$ cat src/rtl/fll_cfg_ctrl.sv
`default_nettype none
// +----------------------------------------------------------------------------+
// | Module   : fll_cfg_ctrl                                                    |
// | Purpose  : Host register front end for the FLL wrapper: req/ack handshake, |
// |            output gating and lock wait after a divider write.              |
// | Options  : FLL_CFG_LOCK_IRQ_EN enables the sticky lock-loss interrupt.     |
// | Revision : 1.0                                                             |
// +----------------------------------------------------------------------------+
module fll_cfg_ctrl #(
  parameter int unsigned ACK_TIMEOUT  = 16,
  parameter int unsigned LOCK_TIMEOUT = 64
) (
  input  logic        clk_i,
  input  logic        rst_ni,
  input  logic        req_i,
  output logic        gnt_o,
  input  logic        we_i,
  input  logic [1:0]  addr_i,
  input  logic [31:0] wdata_i,
  output logic        rvalid_o,
  output logic [31:0] rdata_o,
  output logic        err_o,
  output logic        fll_req_o,
  input  logic        fll_ack_i,
  output logic [1:0]  fll_addr_o,
  output logic [31:0] fll_wdata_o,
  output logic        fll_wr_no,
  input  logic [31:0] fll_rdata_i,
  input  logic        fll_lock_i,
  output logic        fll_oe_o,
  output logic        lock_irq_o
);

  localparam int unsigned CNT_MAX = (ACK_TIMEOUT > LOCK_TIMEOUT) ? ACK_TIMEOUT : LOCK_TIMEOUT;
  localparam int unsigned CNT_W   = $clog2(CNT_MAX);
  localparam logic [CNT_W-1:0] ACK_LAST  = CNT_W'(ACK_TIMEOUT - 1);
  localparam logic [CNT_W-1:0] LOCK_LAST = CNT_W'(LOCK_TIMEOUT - 1);
  localparam logic [CNT_W-1:0] CNT_SAT   = {CNT_W{1'b1}};

  typedef enum logic [1:0] {
    S_IDLE      = 2'd0,
    S_REQ       = 2'd1,
    S_WAIT_LOCK = 2'd2,
    S_RESP      = 2'd3
  } state_e;

  state_e            state_q;
  logic [CNT_W-1:0]  cnt_q;
  logic [CNT_W-1:0]  cnt_d;
  logic              we_q;
  logic [1:0]        addr_q;
  logic [31:0]       wdata_q;
  logic              rvalid_q;
  logic [31:0]       rdata_q;
  logic              err_q;
  logic              fll_req_q;
  logic              fll_wr_n_q;
  logic              fll_oe_q;
  logic              lock_meta_q;
  logic              lock_sync_q;
  logic              local_wr_d;

  always_comb begin
    cnt_d = (cnt_q == CNT_SAT) ? cnt_q : cnt_q + CNT_W'(1);
  end

`ifdef FLL_CFG_LOCK_IRQ_EN
  // Addr 3 writes only clear the interrupt and never reach the FLL.
  assign local_wr_d = we_i && (addr_i == 2'd3);
`else
  assign local_wr_d = 1'b0;
`endif

  assign gnt_o       = (state_q == S_IDLE) && req_i;
  assign rvalid_o    = rvalid_q;
  assign rdata_o     = rdata_q;
  assign err_o       = err_q;
  assign fll_req_o   = fll_req_q;
  assign fll_addr_o  = addr_q;
  assign fll_wdata_o = wdata_q;
  assign fll_wr_no   = fll_wr_n_q;
  assign fll_oe_o    = fll_oe_q;

  // fll_lock_i comes from the FLL analog domain.
  always_ff @(posedge clk_i or negedge rst_ni) begin
    if (!rst_ni) begin
      lock_meta_q <= 1'b0;
      lock_sync_q <= 1'b0;
    end else begin
      lock_meta_q <= fll_lock_i;
      lock_sync_q <= lock_meta_q;
    end
  end

  always_ff @(posedge clk_i or negedge rst_ni) begin
    if (!rst_ni) begin
      state_q    <= S_IDLE;
      cnt_q      <= '0;
      we_q       <= 1'b0;
      addr_q     <= 2'd0;
      wdata_q    <= 32'd0;
      rvalid_q   <= 1'b0;
      rdata_q    <= 32'd0;
      err_q      <= 1'b0;
      fll_req_q  <= 1'b0;
      fll_wr_n_q <= 1'b1;
      fll_oe_q   <= 1'b1;
    end else begin
      rvalid_q <= 1'b0;
      rdata_q  <= 32'd0;
      err_q    <= 1'b0;
      case (state_q)
        S_IDLE: begin
          cnt_q <= '0;
          if (req_i) begin
            we_q    <= we_i;
            addr_q  <= addr_i;
            wdata_q <= wdata_i;
            if (local_wr_d) begin
              state_q  <= S_RESP;
              rvalid_q <= 1'b1;
            end else begin
              state_q    <= S_REQ;
              fll_req_q  <= 1'b1;
              fll_wr_n_q <= ~we_i;
            end
          end
        end
        S_REQ: begin
          if (fll_ack_i) begin
            fll_req_q  <= 1'b0;
            fll_wr_n_q <= 1'b1;
            cnt_q      <= '0;
            if (we_q && (addr_q == 2'd0)) begin
              state_q  <= S_WAIT_LOCK;
              fll_oe_q <= 1'b0;
            end else begin
              state_q  <= S_RESP;
              rvalid_q <= 1'b1;
              rdata_q  <= we_q ? 32'd0 : fll_rdata_i;
            end
          end else if (cnt_q == ACK_LAST) begin
            fll_req_q  <= 1'b0;
            fll_wr_n_q <= 1'b1;
            cnt_q      <= '0;
            state_q    <= S_RESP;
            rvalid_q   <= 1'b1;
            err_q      <= 1'b1;
          end else begin
            cnt_q <= cnt_d;
          end
        end
        S_WAIT_LOCK: begin
          // Lock is tested first so it wins over a simultaneous timeout.
          if (lock_sync_q || (cnt_q == LOCK_LAST)) begin
            state_q  <= S_RESP;
            rvalid_q <= 1'b1;
            err_q    <= ~lock_sync_q;
            fll_oe_q <= 1'b1;
            cnt_q    <= '0;
          end else begin
            cnt_q <= cnt_d;
          end
        end
        S_RESP: begin
          state_q <= S_IDLE;
        end
        default: begin
          state_q <= S_IDLE;
        end
      endcase
    end
  end

`ifdef FLL_CFG_LOCK_IRQ_EN
  logic lock_prev_q;
  logic irq_q;

  // A new lock-loss event takes precedence over a clear in the same cycle.
  always_ff @(posedge clk_i or negedge rst_ni) begin
    if (!rst_ni) begin
      lock_prev_q <= 1'b0;
      irq_q       <= 1'b0;
    end else begin
      lock_prev_q <= lock_sync_q;
      if (lock_prev_q && !lock_sync_q && (state_q != S_WAIT_LOCK)) begin
        irq_q <= 1'b1;
      end else if (gnt_o && local_wr_d) begin
        irq_q <= 1'b0;
      end
    end
  end

  assign lock_irq_o = irq_q;
`else
  assign lock_irq_o = 1'b0;
`endif

endmodule
`default_nettype wire

$ cat config.mk
export PLATFORM = sky130hd
export DESIGN_NAME = fll_cfg_ctrl
export DESIGN_NICKNAME = d
export VERILOG_FILES = /design/src/rtl/fll_cfg_ctrl.sv
export SDC_FILE = /design/constraint.sdc
export NUM_CORES = 1
export LEC_CHECK = 0
export BUFFER_PORTS_ARGS = -buffer_cell sky130_fd_sc_hd__buf_2
export CORE_UTILIZATION = 31
export DETAILED_ROUTE_END_ITERATION = 8
export PLACE_DENSITY_LB_ADDON = 0.12
export RECOVER_POWER = 50
export SYNTH_ARGS = -nofsm -noshare
export SYNTH_HDL_FRONTEND = slang
export SYNTH_SLANG_ARGS = --single-unit
$ cat constraint.sdc
create_clock -name clk_i -period 1.7 [get_ports clk_i]
set_clock_uncertainty 0.05 [all_clocks]
set_input_delay 0.17 -clock clk_i [delete_from_list [all_inputs] [get_ports clk_i]]
set_output_delay 0.17 -clock clk_i [all_outputs]
set_load 0.02 [all_outputs]
## After elaboration in Yosys (flattened, before gate mapping)

Cells that the tools add are included.

| storage, ports and cells | value |
|---|---|
| flip-flop bits (word level) | 82 |
| bits of input ports | 72 |
| output and inout port bits | 73 |
| logic and storage cells | 73 |

| cells by class | value |
|---|---|
| add/sub/neg operators | 1 |
| equality and inequality tests | 10 |
| muxes and demuxes | 35 |
| bitwise logic cells | 2 |
| reduce and logical (&&, ||, !) cells | 12 |

Operators by type and width:

| cell | number |
|---|---|
| 32-bit 2-to-1 mux | 4 |
| 6-bit 2-to-1 mux | 4 |
| 6-bit one-hot mux with 3 select lines | 1 |
| 1-bit 2-to-1 mux | 16 |
| 1-bit one-hot mux with 2 select lines | 5 |
| 2-bit 2-to-1 mux | 4 |
| 2-bit != test, second input constant | 4 |
| 2-bit one-hot mux with 4 select lines | 1 |
| 6-bit by 1-bit adder with 6-bit output, second input constant | 1 |
| 6-bit by 4-bit == test with 1-bit output, second input constant | 1 |
| 6-bit == test, second input constant | 1 |
| 3-bit AND reduction | 2 |
| 2-bit == test, second input constant | 2 |
| 2-bit logical NOT | 2 |
| 4-bit AND reduction | 1 |
| 2-bit nonzero test | 2 |
| 3-bit != test, second input constant | 1 |
| 3-bit nonzero test | 1 |
| 2-bit by 1-bit == test with 1-bit output, second input constant | 1 |
| 1-bit logical AND | 2 |
| 1-bit inverter | 2 |
| 2-bit AND reduction | 1 |
| 1-bit logical OR | 1 |

## Depth between registers and ports, before layout

Gate-level depths: netlist of the first run.

| depth | value |
|---|---|
| word-level depth | 5 |
| gate-level depth with buffers | 8 |
| gate-level depth less buffers | 6 |

## Least setup slack after synthesis of the first run

No wires, ideal clock.

| timing | value |
|---|---|
| path type | reg-to-reg |
| start | register state_q[1] |
| end | register state_q[1] |
| library setup time | 0.125 ns |
| arrival | 1.691 ns |
| data required time | 1.525 ns |
| setup slack | -0.166 ns |
| cell stages (with the launch flop) | 8 |
| buffers on the path | 1 |
| clock period less this slack | 1.866 ns |
| cells stage by stage | dfrtp_1 -> inv_1 -> ha_1 -> and2b_1 -> o31a_1 -> buf_6 -> a211o_1 -> mux2_4 |

| between the ends | value |
|---|---|
| cells in the longest elaborated chain, start to end | 3 |
| elaborated cells between the ends (all ways) | 9 |
| classes of those cells | 6 x eq/ne; 1 x mux; 2 x reduce/logical |

RTL lines:

| element | line | text |
|---|---|---|
| start, declared | 47 | `state_e state_q;` |
| start signal, assigned | 97 | `state_q <= S_IDLE;` |
| start signal, assigned | 120 | `state_q <= S_RESP;` |
| start signal, assigned | 123 | `state_q <= S_REQ;` |
| 2-bit by 1-bit == test with 1-bit output (tied with other cells) | 112 | `case (state_q)` |
| 3-bit != test (no line) / 2-bit != test (equally long branches) | - |  |
| 3-bit AND reduction (no line) | - |  |

Several ways; a longest one is shown, not always the timed one.
A chain may end at the register's enable or synchronous reset.

## Final worst setup path of the first run

| timing | value |
|---|---|
| start | register state_q[0] |
| end | register state_q[1] |

Same word-level chain as after synthesis.

==> summary.md, run 1 <==
| Metric | Value |
|---|---|
| Setup crit end | state_q[1] |
| Reg2reg setup slack | 0.008 ns |
| Crit end category | flop |
| WL per Instance | 13.4 um |
| Remaining Overflow, GRT | 0 |
| Syn Area/Cell | 13.6 sq um |
| Final Cell Area | 5330 sq um |
| Most frequent cells in the layout | buf_2, dfrtp_1, dlygate4sd3_1, mux2_2, buf_4 |
| Unrepaired setup endpoints after global routing | true |
| Clk sink count | 82 |
| Worst Path Arrival | 1.88 ns |
| Number of max-cap violations | 0 |
| CP max-delay cell | dfrtp_2 |
| Nets@finish | 566 |
| Final setup viols | 0 |
| Commonest non-fill, non-tap cell in the layout | buf_2 |
| Worst-Skew Late Latency | 0.35 ns |
| Crit path launch | state_q[0] |
| Fraction of registers with async set/reset | 100% |
| Final min period | 1.69 ns |
| Vias per inst | 4.39 |
| Initial Util | 32.6% |
| DP Area | 4330 sq um |
| FF-to-FF Start | state_q[0] |
| Number of remaining DRC errors | 0 |
| First-pass GRT wire length | 13800 um |
| Number of port buffers | 143 |
| Post-synthesis sequential area ratio | 63.3% |
| Die width | 104 um |
| Rows | 36 |
| Final number of hold-violating endpoints | 0 |
| Area grow syn2layout | 64.2% |
| Initial antenna violation count | 0 |
| Final period utilization | 99.5% |
| Die footprint | 10900 sq um |
| Clk pin slew, worst setup/hold paths | 0.08 ns |
| CTS tree | yes |
| Die H | 104 um |
| Worst endpoint required time | 1.88 ns |
| Crit path largest cell delay | 0.46 ns |
| GRT Util Overall | 16.0% |
| Fin cells | 626 |
| H-tree depth | 3 |
| Distinct cell type count after synthesis | 45 |
| Worst hold margin | 0.190 ns |
| Largest net degree at the start of global routing | 35 |
| Detailed placer's ending HPWL | 5570 um |
| N_diodes | 0 |
| Worst Setup Start Kind | flop |
| Detailed Routing Iterations Pass 1 | 4 |
| Filler Cell Count | 862 |
| Drt total wl | 8410 um |
| Total core area | 9950 sq um |
| Initial DRC count | 93 |
| Reg2reg path depth | 5 |
| Worst-margin pin slew | 0.677 ns |
| Critical path class | flop to flop |
| Main flop type after synthesis | dfrtp_1 |
| Run status | finished clean |
| Via count | 2751 |
| Share of layout cells above drive strength 1 | 44.6% |
| Syn nets | 317 |
| Clk root buf | clkbuf_8 |
| Dpl cells | 531 |
| Leakage | 2.58 nW |
| CP max FO | 5 |
| # IOs | 145 |
| Hold Path Class | input pin to flop |
| Cell area after synthesis | 3240 sq um |
| Fmax | 0.591 GHz |
| EDFF count, synth | 0 |
| CTS max path bufs | 2 |
| Synthesis Warnings | 0 |
| RePlAce Congestion | 0.768 |
| Cells after Synth | 239 |
| Routed Antenna Nets | 0 |
| Worst slew margin relative to its limit | 54.8% |
| Vias in the first global route | 2849 |
| Num CTS Buffers | 9 |
| Max IR drop VDD | 0.581 mV |
| Synth Register Bits | 82 |
| Max-slew violations | 0 |
| Worst reg2reg path endpoint | state_q[1] |
| Worst Hold Launch | req_i |
| Critical-path cell list | ha_4 -> and2b_1 -> o31a_1 -> a211o_1 -> mux2_4 |
| PwrDens | 1490 nW/um^2 |
[power by group]
| group | switching, mW | internal, mW |
|---|---|---|
| Sequential | 0.295 | 2.56 |
| Clock | 0.727 | 0.913 |
| Combinational | 1.81 | 1.65 |
[per-stage QoR]
stage	TNS (ns)	worst slack (ns)	util, %	power (mW)
final	0	0.00805	53.5	7.95
after global routing	-0.211	-0.0580	53.5	8.46
after CTS	-0.00808	-0.00808	53.3	7.96
after detailed placement	-0.0955	-0.0421	43.5	6.07
after global placement	-0.0154	-0.0105	43.5	6.03
after floorplan	-0.0651	-0.0556	-	4.80
[what timing repair did]
item / 4_1_cts / 5_1_grt
endpoints found under the hold margin: 93 / 0
hold buffers: 69 / 0
gates resized for setup: 9 / 8
setup endpoints to repair: 6 / 30
setup buffers: 3 / 7
pin swaps: 3 / 1
[final cells by class]
cell class	instances	area (sq um)	share of cell area [%]
Clock buffer	11	151	2.84
Tap cell	133	166	3.12
Timing Repair Buffer	250	1680	31.5
Sequential cell	82	2060	38.6
Inverter	10	40.0	0.751
Multi-Input combinational cell	135	1150	21.6
Clock inverter	5	83.8	1.57
[synth_stat cells, drive strengths merged, types with 3 or more instances]
library cell,number,area [sq um]
ha,6,75.1
inv,10,37.5
buf,7,52.5
and2,33,206
and3,3,20.0
o211ai,4,30.0
nor2,3,11.3
dfrtp,80,2000
nor2b,3,18.8
clkbuf,5,18.8
nand2,7,26.3
mux2,35,398
o21ai,6,30.0
o221ai,3,26.3
nand3,3,20.0
[worst min path at each step]
stage                     end  slack, ns  depth (start not counted)
floorplan            cnt_q[0]      -0.18                          0
global placement     cnt_q[3]       0.07                          1
detailed placement   cnt_q[3]       0.07                          1
CTS                 fll_wr_no       0.16                          4
global route        fll_wr_no       0.19                          4
finish              fll_wr_no       0.19                          4
[routing by layer]
| layer | vias up | share of wire, % | global-route usage (%) |
|---|---|---|---|
| met5 | - | 0 | 0 |
| met4 | 0 | 1.1 | 5.51 |
| met3 | 9 | 6.6 | 5.01 |
| met2 | 96 | 50 | 26.3 |
| met1 | 1332 | 42 | 19.7 |
| li1 | 1314 | - | - |
[kinds of logic (layout without fill, tap and decap cells)]
| group | count (synthesis) | in the layout | synth area share (%) |
|---|---|---|---|
| flip-flops | 82 | 82 | 63.3 |
| AND/OR/NAND/NOR | 58 | 58 | 10.5 |
| AO/OA/AOI/OAI | 35 | 35 | 8.14 |
| multiplexers | 35 | 35 | 12.3 |
| buffers and inverters | 22 | 276 | 3.36 |
| adder cells (fa/ha/maj) | 6 | 6 | 2.31 |
| other | 1 | 1 | 0.116 |
[worst max-delay path, delay by kind of cell (launching register included)]
family / cells / cell delay (ns)
adders and majority gates: 1 / 0.17
muxes: 1 / 0.30
and+or+nand+nor: 1 / 0.17
DFF: 1 / 0.46
AOI/OAI and AO/OA: 2 / 0.43
[sequential cells by signal, indices dropped and copies added, names as in the netlist, 2 cells and up]
| signal | flops |
|---|---|
| cnt_q | 6 |
| state_q | 2 |
| fll_wdata_o | 32 |
| rdata_o | 32 |
| fll_addr_o | 2 |
Power figures use the tool's default switching activity.
==> run 2, diff against run 1 <==
--- a/config.mk
+++ b/config.mk
@@ -8,7 +8,7 @@
 export BUFFER_PORTS_ARGS = -buffer_cell sky130_fd_sc_hd__buf_2
 export CORE_UTILIZATION = 31
 export DETAILED_ROUTE_END_ITERATION = 8
-export PLACE_DENSITY_LB_ADDON = 0.12
+export PLACE_DENSITY = 0.58
 export RECOVER_POWER = 50
 export SYNTH_ARGS = -nofsm -noshare
 export SYNTH_HDL_FRONTEND = slang
==> run 2 against run 1 <==
Effect of this change: the flow now finishes with violations (negative setup slack); setup slack got worse by 0.044 ns; count of clock-buffer cells in the layout did not move; first-iteration DRC count up 16%; flip-flop and latch count did not move; sequential power hardly changed; critical path type unchanged; critical endpoint unchanged; largest power group unchanged; highest routed layer unchanged.
==> summary.md, run 2 (same netlist as run 1, synthesis figures left out) <==
| Metric | Value |
|---|---|
| Number of remaining DRC errors | 0 (unchanged) |
| Die footprint | 10900 sq um (unchanged) |
| Clk pin slew, worst setup/hold paths | 0.08 ns (about the same) |
| Largest net degree at the start of global routing | 35 (unchanged) |
| CTS max path bufs | 2 (unchanged) |
| CP max FO | 4 (-1) |
| Area of the multi-input gates | 1170 sq um (+1.5%) |
| FF+latch area | 2050 sq um (about the same) |
| GRT Util Overall | 16.1% (+0.11 points) |
| WHS Endpoint | we_q |
| Vias in the first global route | 2912 (+2.2%) |
| RePlAce Congestion | 0.835 (+8.7%) |
| Hold Path Class | input pin to flop |
| Crit path largest cell delay | 0.36 ns (-0.10 ns) |
| Routed Antenna Nets | 0 (unchanged) |
| Most frequent cells in the layout | buf_2, dfrtp_1, dlygate4sd3_1, mux2_2, and2_1 |
| Worst-Skew Late Latency | 0.34 ns (about the same) |
| Hold Crit Depth | 3 (-1) |
| Fin cells | 624 (-0.32%) |
| Fmax | 0.576 GHz (-2.6%) |
| Reg2reg path depth | 5 (unchanged) |
| Worst-margin pin slew | 0.827 ns (+0.149 ns) |
| Final number of hold-violating endpoints | 0 (unchanged) |
| N_diodes | 0 (unchanged) |
| Initial antenna violation count | 0 (unchanged) |
| Nets@finish | 564 (-0.35%) |
| Detailed Routing Iterations Pass 1 | 4 (unchanged) |
| # IOs | 145 (unchanged) |
| Final Cell Area | 5340 sq um (+0.14%) |
| Reg2reg setup slack | -0.04 ns (-0.04 ns) |
| Worst Setup Start Kind | flop |
| Final setup viols | 6 (+6) |
| Crit end category | flop |
| Via count | 2722 (-1.1%) |
| Worst Path Arrival | 1.92 ns (+0.04 ns) |
| Number of max-cap violations | 0 (unchanged) |
| Leakage | 2.59 nW (+0.27%) |
| Final WS setup | -0.0362 ns (-0.0443 ns) |
| Critical-path cell list | ha_2 -> nand3_2 -> o31a_1 -> a211o_1 -> mux2_4 |
| Setup TNS | -0.109 ns (-0.109 ns) |
| H-tree depth | 3 (unchanged) |
| Rows | 36 (unchanged) |
| Number of port buffers | 143 (unchanged) |
| Final min period | 1.74 ns (+0.0443 ns) |
| Die width | 104 um (unchanged) |
| Failing checks | negative setup slack |
| Worst slew margin relative to its limit | 44.9% (-10 points) |
| Worst hold margin | 0.0237 ns (-0.167 ns) |
| Critical path class | flop to flop |
| Worst Hold Launch | we_i |
| Max-slew violations | 0 (unchanged) |
| Clk root buf | clkbuf_8 |
| Num CTS Buffers | 9 (unchanged) |
| Unrepaired setup endpoints after global routing | true |
| Run status | finished, violations left |
| Initial DRC count | 108 (+16%) |
| CP max-delay cell | dfrtp_1 |
| Worst reg2reg path endpoint | state_q[1] |
| FF-to-FF Start | cnt_q[1] |
| Initial Util | 32.6% (unchanged) |
| WL per Instance | 13.5 um (+0.68%) |
| Max IR drop VDD | 0.609 mV (+4.9%) |
| Share of layout cells above drive strength 1 | 45.0% (+0.39 points) |
| DP Area | 4310 sq um (-0.46%) |
| Total core area | 9950 sq um (unchanged) |
| Remaining Overflow, GRT | 0 (unchanged) |
| Commonest non-fill, non-tap cell in the layout | buf_2 |
| Drt total wl | 8440 um (+0.36%) |
| Tot Pwr | 7.96 mW (about the same) |
| Die H | 104 um (unchanged) |
| First-pass GRT wire length | 13900 um (+0.35%) |
| Clk sink count | 82 (unchanged) |
| Worst endpoint required time | 1.88 ns (about the same) |
| Final period utilization | 102% (+2.6 points) |
| Vias per inst | 4.36 (-0.74%) |
| CTS tree | yes |
| Area grow syn2layout | 64.5% |
| Filler Cell Count | 838 (-2.8%) |
| PwrDens | 1490 nW/um^2 (about the same) |
| Detailed placer's ending HPWL | 5380 um (-3.4%) |
| Dpl cells | 530 (-0.19%) |
==> run 2: cell types whose count changed in the layout (fill, tap and decap cells not counted), moves of 2 or more <==
cell,before,now
buf_4,33,29
buf_6,1,5
clkinvlp_4,2,0
clkinv_2,0,2
o221ai_1,3,0
clkbuf_8,11,9
dlygate4sd3_1,69,67
o221ai_2,0,3
==> run 2: worst max-delay path, delay by kind of cell (launching register included) <==
kind	cells	cell delay (ns)
AND/OR/NAND/NOR	1	0.09
flip-flops	1	0.36
adder cells (fa/ha/maj)	1	0.23
multiplexers	1	0.30
AO/OA/AOI/OAI	2	0.57
==> run 2: final cells by class <==
cell class | count | area share (%)
Multi-Input combinational cell | 135 | 21.9
Tap cell | 133 | 3.12
Clock buffer | 11 | 2.46
Timing Repair Buffer | 248 | 31.8
Sequential cell | 82 | 38.5
Inverter | 10 | 0.703
Clock inverter | 5 | 1.48
==> run 2: what timing repair did <==
item / 4_1_cts / 5_1_grt
gates resized for setup: 20 / 5
setup endpoints to repair: 15 / 10
cloned: 1 / 0
hold buffers: 66 / 1
pin swaps: 6 / 8
hold endpoints to repair: 97 / 1
buffers inserted: 4 / 6
==> run 2: metal layers <==
metal	GRT usage, %	part of all wire (%)	wire length, um
met1	17.5	39	3330
met2	28.9	53	4440
met3	4.70	6.3	528
met4	6.73	1.7	140
met5	0	0	0
==> run 2: how the worst max path moves through the flow <==
stage               slack (ns)  cells after the start        from    endpoint
finish                   -0.04                      5    cnt_q[1]  state_q[1]
global route             -0.12                      7    cnt_q[0]    cnt_q[3]
CTS                      -0.07                      6  state_q[0]  state_q[1]
detailed placement       -0.11                      6    cnt_q[0]    cnt_q[1]
global placement         -0.06                      6    cnt_q[0]    cnt_q[1]
floorplan                -0.06                      7  state_q[1]  state_q[1]
==> run 2: where the power goes <==
part / leakage, nW / switching, mW / total, mW / internal [mW]
Clock: 0.107 / 0.679 / 1.51 / 0.827
Combinational: 1.44 / 1.88 / 3.61 / 1.73
Sequential: 1.05 / 0.275 / 2.84 / 2.56
Total: 2.59 / 2.83 / 7.96 / 5.12
==> run 2: per-stage QoR <==
stage,setup WS [ns],utilization [%]
after global placement,-0.0559,43.3
after global routing,-0.119,53.6
after detailed placement,-0.106,43.3
after floorplan,-0.0556,-
final,-0.0362,53.6
after CTS,-0.0657,53.4
==> run 3, diff against run 2 <==
--- a/config.mk
+++ b/config.mk
@@ -6,9 +6,10 @@
 export NUM_CORES = 1
 export LEC_CHECK = 0
 export BUFFER_PORTS_ARGS = -buffer_cell sky130_fd_sc_hd__buf_2
-export CORE_UTILIZATION = 31
+export CORE_MARGIN = 2
+export CORE_UTILIZATION = 42
 export DETAILED_ROUTE_END_ITERATION = 8
-export PLACE_DENSITY = 0.58
+export PLACE_DENSITY = 0.75
 export RECOVER_POWER = 50
 export SYNTH_ARGS = -nofsm -noshare
 export SYNTH_HDL_FRONTEND = slang
==> run 3 against run 2 <==
Effect of this change: the flow still finishes with violations (negative setup slack); sequential share of layout area increased by 1.7 points; utilization increased by 14 points; non-clock buffer count decreased by 16; highest routed layer unchanged.
==> summary.md, run 3 (same netlist as run 1, synthesis figures left out) <==
| Metric | Value |
|---|---|
| Filler Cell Count | 579 (-31%) |
| Worst reg2reg path endpoint | state_q[1] |
| Int Pwr | 4.78 mW (-6.6%) |
| Most frequent cells in the layout | buf_2, dfrtp_1, dlygate4sd3_1, mux2_2, and2_1 |
| Critical path class | flop to flop |
| Vias per inst | 4.72 (+8.2%) |
| Worst Setup Start Kind | flop |
| Crit end category | flop |
| Worst Path Arrival | 1.94 ns (+0.02 ns) |
| Nets@finish | 548 (-2.8%) |
| Reg2reg setup slack | -0.05 ns (-0.02 ns) |
| Detailed placer's ending HPWL | 5390 um (+0.28%) |
| Worst-margin pin slew | 0.947 ns (+0.121 ns) |
| WHS Endpoint | fll_wdata_o[23] |
| Sequential Power Share | 37.7% (+2.1 points) |
| Worst slew margin relative to its limit | 36.8% (-8.0 points) |
| Hold Crit Depth | 2 (-1) |
| RePlAce Congestion | 0.789 (-5.6%) |
| Clock share of power | 17.6% (-1.3 points) |
| Max-slew violations | 0 (unchanged) |
| Setup TNS | -0.0985 ns (+0.0105 ns) |
| Final number of hold-violating endpoints | 0 (unchanged) |
| Rows | 32 (-11%) |
| Fmax | 0.570 GHz (-1.0%) |
| Met2 wire len | 4480 um (+0.88%) |
| Net Sw Frac | 37.0% (+1.4 points) |
| Finished Core Util | 67.2% (+14 points) |
| Total core area | 7610 sq um (-24%) |
| Initial antenna violation count | 0 (unchanged) |
| Worst Hold Launch | wdata_i[23] |
| Clk pin slew, worst setup/hold paths | 0.08 ns (about the same) |
| Largest net degree at the start of global routing | 46 (+31%) |
| Commonest non-fill, non-tap cell in the layout | buf_2 |
| # IOs | 145 (unchanged) |
| Vias in the first global route | 2967 (+1.9%) |
| Remaining Overflow, GRT | 0 (unchanged) |
| CTS tree | yes |
| Reg2reg path depth | 6 (+1) |
| Die H | 91.9 um (-12%) |
| Gate power share | 44.7% (-0.7 points) |
| N_diodes | 0 (unchanged) |
| PwrDens | 1490 nW/um^2 (-0.24%) |
| Highest metal used | met4 |
| Die footprint | 8440 sq um (-22%) |
| Clk root buf | clkbuf_8 |
| Drt total wl | 8530 um (+1.1%) |
| Final WS setup | -0.0540 ns (-0.0177 ns) |
| DP Area | 4240 sq um (-1.5%) |
| Final period utilization | 103% (+1.0 points) |
| Failing checks | negative setup slack |
| Final Cell Area | 5110 sq um (-4.3%) |
| WL per Instance | 14.8 um (+9.3%) |
| Run status | finished, violations left |
| Share of layout cells above drive strength 1 | 43.2% (-1.9 points) |
| CTS max path bufs | 2 (unchanged) |
| First-pass GRT wire length | 13600 um (-1.9%) |
| Worst-Skew Late Latency | 0.35 ns (about the same) |
| Initial DRC count | 107 (-0.93%) |
| Number of port buffers | 143 (unchanged) |
| Area grow syn2layout | 57.5% |
| Clk sink count | 82 (unchanged) |
| Final setup viols | 3 (-3) |
| Detailed Routing Iterations Pass 1 | 4 (unchanged) |
| H-tree depth | 3 (unchanged) |
| Max IR drop VDD | 0.640 mV (+5.0%) |
| Initial Util | 42.6% (+10 points) |
| Num CTS Buffers | 9 (unchanged) |
| Hold Path Class | input pin to flop |
| Via count | 2724 (+0.073%) |
| Worst endpoint required time | 1.88 ns (about the same) |
| Final min period | 1.75 ns (+0.0177 ns) |
| Routed Antenna Nets | 0 (unchanged) |
| Unrepaired setup endpoints after global routing | true |
| Number of remaining DRC errors | 0 (unchanged) |
| Psw | 2.81 mW (-0.66%) |
| CP max FO | 5 (+1) |
| Leakage | 2.50 nW (-3.6%) |
| Number of max-cap violations | 0 (unchanged) |
| Worst hold margin | 0.0125 ns (-0.0111 ns) |
| Pre-CTS WS | -0.0306 ns (+0.0756 ns) |
| FF-to-FF Start | state_q[0] |
| M1 WL | 3360 um (+1.1%) |
| Met3 routed WL | 534 um (+1.1%) |
| Die width | 91.9 um (-12%) |
| GRT Util Overall | 20.6% (+4.5 points) |
==> run 3: layout make-up <==
type / count / area [sq um] / area share [%]
Clock buffer: 13 / 169 / 3.31
Clock inverter: 3 / 22.5 / 0.441
Inverter: 10 / 37.5 / 0.735
Multi-Input combinational cell: 135 / 1130 / 22.2
Sequential cell: 82 / 2050 / 40.2
Tap cell: 102 / 128 / 2.50
Timing Repair Buffer: 232 / 1560 / 30.6
==> run 3: worst max-delay path by stage <==
| stage | startpoint | end | slack (ns) | cells after the start |
|---|---|---|---|---|
| after floorplan | state_q[1] | state_q[1] | -0.06 | 7 |
| after global placement | cnt_q[0] | state_q[1] | 0.02 | 5 |
| after detailed placement | cnt_q[0] | state_q[1] | -0.03 | 5 |
| after CTS | state_q[0] | gnt_o | -0.03 | 5 |
| after global routing | state_q[0] | state_q[1] | -0.10 | 6 |
| final | state_q[0] | state_q[1] | -0.05 | 6 |
==> run 3: timing repair <==
item | CTS | global route
setup buffers | 3 | 0
gates cloned | 1 | 0
hold buffers | 61 | 2
pin swaps | 2 | 1
resized for setup | 4 | 7
setup endpoints to repair | 3 | 11
hold endpoints to repair | 140 | 2
==> run 3: layer usage <==
metal	track usage, %	vias to the layer above
li1	-	1278
met1	23.3	1322
met2	37.4	111
met3	5.01	13
met4	7.96	0
met5	0	-
==> run 3: power by group through the flow <==
| stage | Clock, mW | Sequential, mW | Combinational [mW] |
|---|---|---|---|
| floorplan | 0 | 3.58 | 1.23 |
| global placement | 0 | 2.86 | 3.05 |
| detailed placement | 0 | 2.89 | 3.13 |
| CTS | 1.36 | 2.85 | 3.38 |
| global route | 1.45 | 2.94 | 3.63 |
| finish | 1.34 | 2.86 | 3.40 |
==> run 3: per-stage QoR <==
step,power (mW),std cells
final,7.60,577
after global routing,8.02,577
after CTS,7.59,575
after detailed placement,6.02,494
after global placement,5.91,494
after floorplan,4.80,239
==> run 3: worst max-delay path, cell delays in order, from the launching register on <==
cell and delay, ns:
dfrtp_1 0.38, buf_4 0.15, ha_4 0.15, and2b_1 0.16, o31a_1 0.16, a211o_1 0.29
mux2_4 0.31
